===== src/rtl/ram_rr_arbiter.sv =====
// ram_rr_arbiter: round-robin arbiter sharing one single-port RAM between two requesters
module ram_rr_arbiter #(
  parameter int addr_width = 2,
  parameter int data_width = 3
) (
  input  logic                  clk,
  input  logic                  rst,
  input  logic                  req0,
  input  logic                  we0,
  input  logic [addr_width-1:0] addr0,
  input  logic [data_width-1:0] din0,
  output logic                  ack0,
  output logic [data_width-1:0] rdata0,
  input  logic                  req1,
  input  logic                  we1,
  input  logic [addr_width-1:0] addr1,
  input  logic [data_width-1:0] din1,
  output logic                  ack1,
  output logic [data_width-1:0] rdata1,
  output logic                  ram_we,
  output logic [addr_width-1:0] ram_addr,
  output logic [data_width-1:0] ram_din,
  input  logic [data_width-1:0] ram_dout,
  output logic                  busy,
  output logic                  gnt_id
);
  typedef enum logic [1:0] {IDLE, SERVE, DONE} state_t;
  state_t state, state_next;
  logic winner, serve, sel_we;
  logic [addr_width-1:0] sel_addr;
  logic [data_width-1:0] sel_din;
  // on a tie the requester that was not served last wins
  assign winner   = (req0 && req1) ? ~gnt_id : req1;
  assign sel_we   = gnt_id ? we1 : we0;
  assign sel_addr = gnt_id ? addr1 : addr0;
  assign sel_din  = gnt_id ? din1 : din0;
  always_ff @(posedge clk or posedge rst)
    if (rst) state <= IDLE;
    else state <= state_next;
  always_comb begin
    state_next = (state == IDLE) ? ((req0 || req1) ? SERVE : IDLE) :
                 (state == SERVE) ? DONE : IDLE;
  end
  always_comb begin
    serve    = (state == SERVE);
    ram_we   = serve && sel_we;
    ram_addr = serve ? sel_addr : '0;
    ram_din  = serve ? sel_din : '0;
    ack0     = (state == DONE) && !gnt_id;
    ack1     = (state == DONE) && gnt_id;
    busy     = (state != IDLE);
  end
  always_ff @(posedge clk or posedge rst)
    if (rst) begin
      gnt_id <= 1'b1;
      rdata0 <= '0;
      rdata1 <= '0;
    end else begin
      if (state == IDLE && (req0 || req1)) gnt_id <= winner;
      if (state == SERVE && !sel_we && !gnt_id) rdata0 <= ram_dout;
      if (state == SERVE && !sel_we && gnt_id) rdata1 <= ram_dout;
    end
endmodule


===== config.mk =====
export PLATFORM = sky130hd
export DESIGN_NAME = ram_rr_arbiter
export DESIGN_NICKNAME = d
export VERILOG_FILES = /design/src/rtl/ram_rr_arbiter.sv
export SDC_FILE = /design/constraint.sdc
export NUM_CORES = 1
export LEC_CHECK = 0
export ABC_CLOCK_PERIOD_IN_PS = 1600
export BUFFER_PORTS_ARGS = -buffer_cell sky130_fd_sc_hd__buf_2
export CORE_AREA = 3 3 40 42
export CTS_BUF_LIST = sky130_fd_sc_hd__clkbuf_4
export DETAILED_ROUTE_END_ITERATION = 10
export DIE_AREA = 0 0 43 45
export PLACE_DENSITY_LB_ADDON = 0.2
export SETUP_SLACK_MARGIN = 0.2
export SLEW_MARGIN = 20
export SYNTH_ARGS = -nofsm -noshare
export SYNTH_HDL_FRONTEND = slang
export SYNTH_SLANG_ARGS = --single-unit

===== constraint.sdc =====
create_clock -name clk -period 1.6 [get_ports clk]
set_input_delay 0.08 -clock clk [delete_from_list [all_inputs] [get_ports clk]]
set_output_delay 0.08 -clock clk [all_outputs]
set_load 0.005 [all_outputs]

### After elaboration in Yosys (flattened, before gate mapping)

Cells that the tools add are included.

* reductions and logical operators: 13
* multiplexer cells: 9
* bitwise logic cells: 1
* equality and inequality tests: 2

Operators with widths (number)
* 1-bit logical AND: 8
* 2-bit two-way mux: 4
* 3-bit two-way mux: 2
* 1-bit two-way mux: 3
* 2-bit by 1-bit equality test with 1-bit output, second input constant: 1
* 2-bit equality test, second input constant: 1
* 1-bit zero test: 2
* 2-bit zero test: 1
* 2-bit nonzero test: 1
* 1-bit logical OR: 1
* 1-bit NOT: 1

* word-level logic and storage cells: 29
* register bits after elaboration: 9
* output and inout port bits: 16
* input bits: 19

### Logic depth before layout (Yosys ltp)

* depth in word-level cells: 4
* depth in mapped cells: 3
* depth with buffers taken out: 2

### Worst setup path before layout

OpenSTA, ideal clock, no wires.

* kind: register to register
* start: reg gnt_id
* end: reg rdata1[0]
* setup time: 0.125 ns
* path buffers: 0
* cell stages (with the launch flop): 3
* arrival time: 1.117 ns
* path slack: 0.358 ns
* data required time: 1.475 ns
* period minus slack after synthesis: 1.242 ns
* cells stage by stage: dfstp_2 > and4bb_4 > mux2_4

* longest elaborated chain between the ends: 4

RTL lines
* start: declaration: RTL line 25 `output logic gnt_id`
* start signal: assignment: RTL line 59 `if (state == IDLE && (req0 || req1)) gnt_id <= winner;`
* 1-bit two-way mux: RTL line 34 `assign sel_we = gnt_id ? we1 : we0;`
* 1-bit zero test: RTL line 61 `if (state == SERVE && !sel_we && gnt_id) rdata1 <= ram_dout;`
* 1-bit logical AND: RTL line 61
* 1-bit logical AND *: RTL line 61
* end signal: assignment: RTL line 61
* end: declaration: RTL line 19 `output logic [data_width-1:0] rdata1,`

Every way passes the cells marked *; elsewhere a longest branch is shown, timed or not.
A chain may end at the register's enable or synchronous reset.

### Final worst setup path

Same ends and word-level chain as after synthesis.

==> flow_summary.ini <==
[drt]
routed_wirelength_mm = 1.113
routed_wire_length_per_instance_um = 11.47
drcViolationCount = 0
avgViaCountPerCell = 4.660
via_count = 452
drc_marker_count_from_the_first_detailed_route_iteration = 2
drt_pre_antenna_iters = 2
ant_nets = 0

[flow_run]
max-cap-violations = 0

[placed_design]
dp_hpwl_um = 912.8
post_dp_cell_area_um2 = 688.2
numPortBuffers = 34
place_congestion = 0.6177

[sta]
worst_pin_slew_ns = 0.3249
final_min_period_over_clock_period = 0.8540
timing.max_slew.rel_slack = 0.7832
min_period_ns = 1.366
top_achievable_clock_speed_mhz = 731.8
finalSetupViolCount = 0
setup_total_neg_slack_ns = 0
timing_hold_violations_final = 0
rsz0062_at_grt = true
report.final.slew_viol_count = 0
skew_ns = 0.002791

[worst_setup_path]
worst-setup-path-type = reg -> reg
crit_path_max_fanout = 5
critPathCaptureType = flop
cp_data_arrival_time_ns = 1.50
crit_path_max_incr_delay_ns = 0.53
crit_chain = buf_4 -> and4bb_4 -> mux2_4
critPathSlowestCell = sky130_fd_sc_hd__dfstp_2
critical_path_startpoint_category = flop
worstPathRequired_ns = 1.74

[power_and_ir_drop]
irDropWorstVdd_mv = 0.8538
power.density_mw_per_mm2 = 1717
power.static_leakage_nw = 0.4192

[synthesis]
syn_area_um2 = 496.7
synth-seq-cells = 9
synth_sequential_area_ratio = 0.4559
synth_nets = 60
synthCells = 41
synth_area_per_cell_um2 = 12.12
synth.lib_cells_used.distinct = 16
ys.warnings.count = 0

[layout]
register_area_um2 = 226.5
flow.area_growth_from_synthesis_pct = 51.64
final_core_util = 0.5862
n_antenna_cell = 0
final.fill_count = 111
nNetsFinal = 102
multi_input_comb_area_um2 = 264.0
final_cell_area_um2 = 753.2
drive_above_1_share = 0.6463

[clock_tree]
clk_root_buffer_cell = sky130_fd_sc_hd__clkbuf_4
clkLatencyLatePin_ns = 0.25
cts_sinks = 9
clk_transition_reported_paths_ns = 0.06
cts-buffers-inserted = 3
tritoncts_clock_tree = built
cts_max_level = 1
clock_path_buffers = 2

[global_route]
globalRouteTotalUtil = 0.1332
grt_max_degree = 10
antenna_violations_before_repair = 0
grt_pass1_wl_mm = 1.952
number_of_global_route_vias_before_repair = 459
grt-ovfl-total = 0

[floorplan]
floorplan.die.width_um = 43
design.portCount = 35
fp.coreArea_mm2 = 0.001285
die-area_mm2 = 0.001935
die_h_um = 45
number_of_core_rows = 13
floorplan.initialDensity = 0.3866

[hold_path]
min-delay-path-class = in -> reg

[outcome]
status = finished clean
## logic make-up (layout without fill, tap and decap cells)
family                 after synthesis  after routing  share of synthesized area
and+or+nand+nor                     16             16                     0.2217
muxes                               12             12                     0.2796
DFF                                  9              9                     0.4559
buffers and inverters                3             44                    0.02518
AOI/OAI and AO/OA                    1              1                    0.01764
## metrics by stage
| stage | hold slack (ns) | worst slack, ns | cells | power [mW] |
|---|---|---|---|---|
| 5_1_grt | 0.07113 | 0.1622 | 97 | 1.395 |
| 4_1_cts | 0.05708 | 0.2140 | 97 | 1.304 |
| 3_3_place_gp | 0.04424 | 0.2766 | 90 | 1.054 |
| 2_1_floorplan | -0.09280 | 0.3582 | 41 | 0.8141 |
| 6_report | 0.06312 | 0.2336 | 97 | 1.293 |
| 3_5_place_dp | 0.05041 | 0.2614 | 90 | 1.060 |
## cells in the mapped netlist
| cell type | n | area, µm² |
|---|---|---|
| sky130_fd_sc_hd__and3b_1 | 1 | 8.760 |
| sky130_fd_sc_hd__o22a_1 | 1 | 8.760 |
| sky130_fd_sc_hd__mux2i_1 | 6 | 60.06 |
| sky130_fd_sc_hd__and4bb_4 | 1 | 16.27 |
| sky130_fd_sc_hd__inv_1 | 2 | 7.510 |
| sky130_fd_sc_hd__nor4b_4 | 1 | 23.77 |
| sky130_fd_sc_hd__buf_2 | 1 | 5.000 |
| sky130_fd_sc_hd__mux2_2 | 3 | 33.78 |
| sky130_fd_sc_hd__nand2b_1 | 1 | 6.260 |
| sky130_fd_sc_hd__nor2_1 | 8 | 30.03 |
| sky130_fd_sc_hd__nand2_1 | 1 | 3.750 |
| sky130_fd_sc_hd__dfrtp_1 | 8 | 200.2 |
| sky130_fd_sc_hd__or2_2 | 1 | 6.260 |
| sky130_fd_sc_hd__nor3b_1 | 2 | 15.01 |
| sky130_fd_sc_hd__mux2_4 | 3 | 45.04 |
| sky130_fd_sc_hd__dfstp_2 | 1 | 26.28 |
## critical path, delay by kind of cell, from the launching register on
family | cells | cell delay [ns]
buffers and inverters | 1 | 0.14
DFF | 1 | 0.53
muxes | 1 | 0.30
and+or+nand+nor | 1 | 0.27
## layout by cell type (no fill, tap or decap), drive strengths merged
cell type and instances:
and4bb 1, or2 1, clkbuf 4, dlygate4sd3 1
nor4b 1, mux2i 6, o22a 1, buf 37
and3b 1, nor3b 2, inv 2, nand2 1
nor2 8, dfrtp 8, dfstp 1, mux2 6
nand2b 1
## final timing paths
kind | from | to | slack (ns) | cells after the start
setup / recovery | gnt_id | rdata1[0] | 0.23 | 3
hold / removal | req1 | state[0] | 0.06 | 3
setup reg to reg | gnt_id | rdata1[0] | 0.23 | 3
hold reg to reg | rdata0[0] | rdata0[0] | 0.51 | 1
max in group asynchronous | rst | gnt_id | 0.98 | 3
min in group asynchronous | rst | rdata0[0] | 0.33 | 3
## cell type report
class | instances | area share
clock buffer | 4 | 0.03987
tap | 15 | 0.02492
inverter | 2 | 0.009967
timing repair buffer | 38 | 0.2741
sequential | 9 | 0.3007
multi-input combinational | 29 | 0.3505
## registers in the layout (all words and copies together), names as in the netlist
| register | flops |
|---|---|
| gnt_id | 1 |
| rdata0 | 3 |
| rdata1 | 3 |
| state | 2 |
## layer usage
| metal | track usage | vias to the layer above | share of wire |
|---|---|---|---|
| met4 | 0.07229 | 0 | 0 |
| met1 | 0.1800 | 210 | 0.45 |
| li1 | - | 224 | - |
| met5 | 0 | - | 0 |
| met2 | 0.1976 | 18 | 0.46 |
| met3 | 0.03187 | 0 | 0.089 |
## where the power goes
part           switching [mW]  internal [mW]  total, mW  leakage, nW
clock network          0.0724          0.113      0.185       0.0184
logic                   0.257          0.411      0.667        0.293
registers              0.0914          0.350      0.441        0.108
total                   0.421          0.873       1.29        0.419
## what timing repair did
| action | 4_1_cts | 5_1_grt |
|---|---|---|
| endpoints found under the hold margin | 8 | 0 |
| pin swaps | 0 | 1 |
| hold buffers | 1 | 0 |
| endpoints found under the setup margin | 5 | 8 |
| gates resized for setup | 1 | 2 |
| setup buffers | 2 | 0 |
Note: power is estimated with default switching activity, not from simulation.
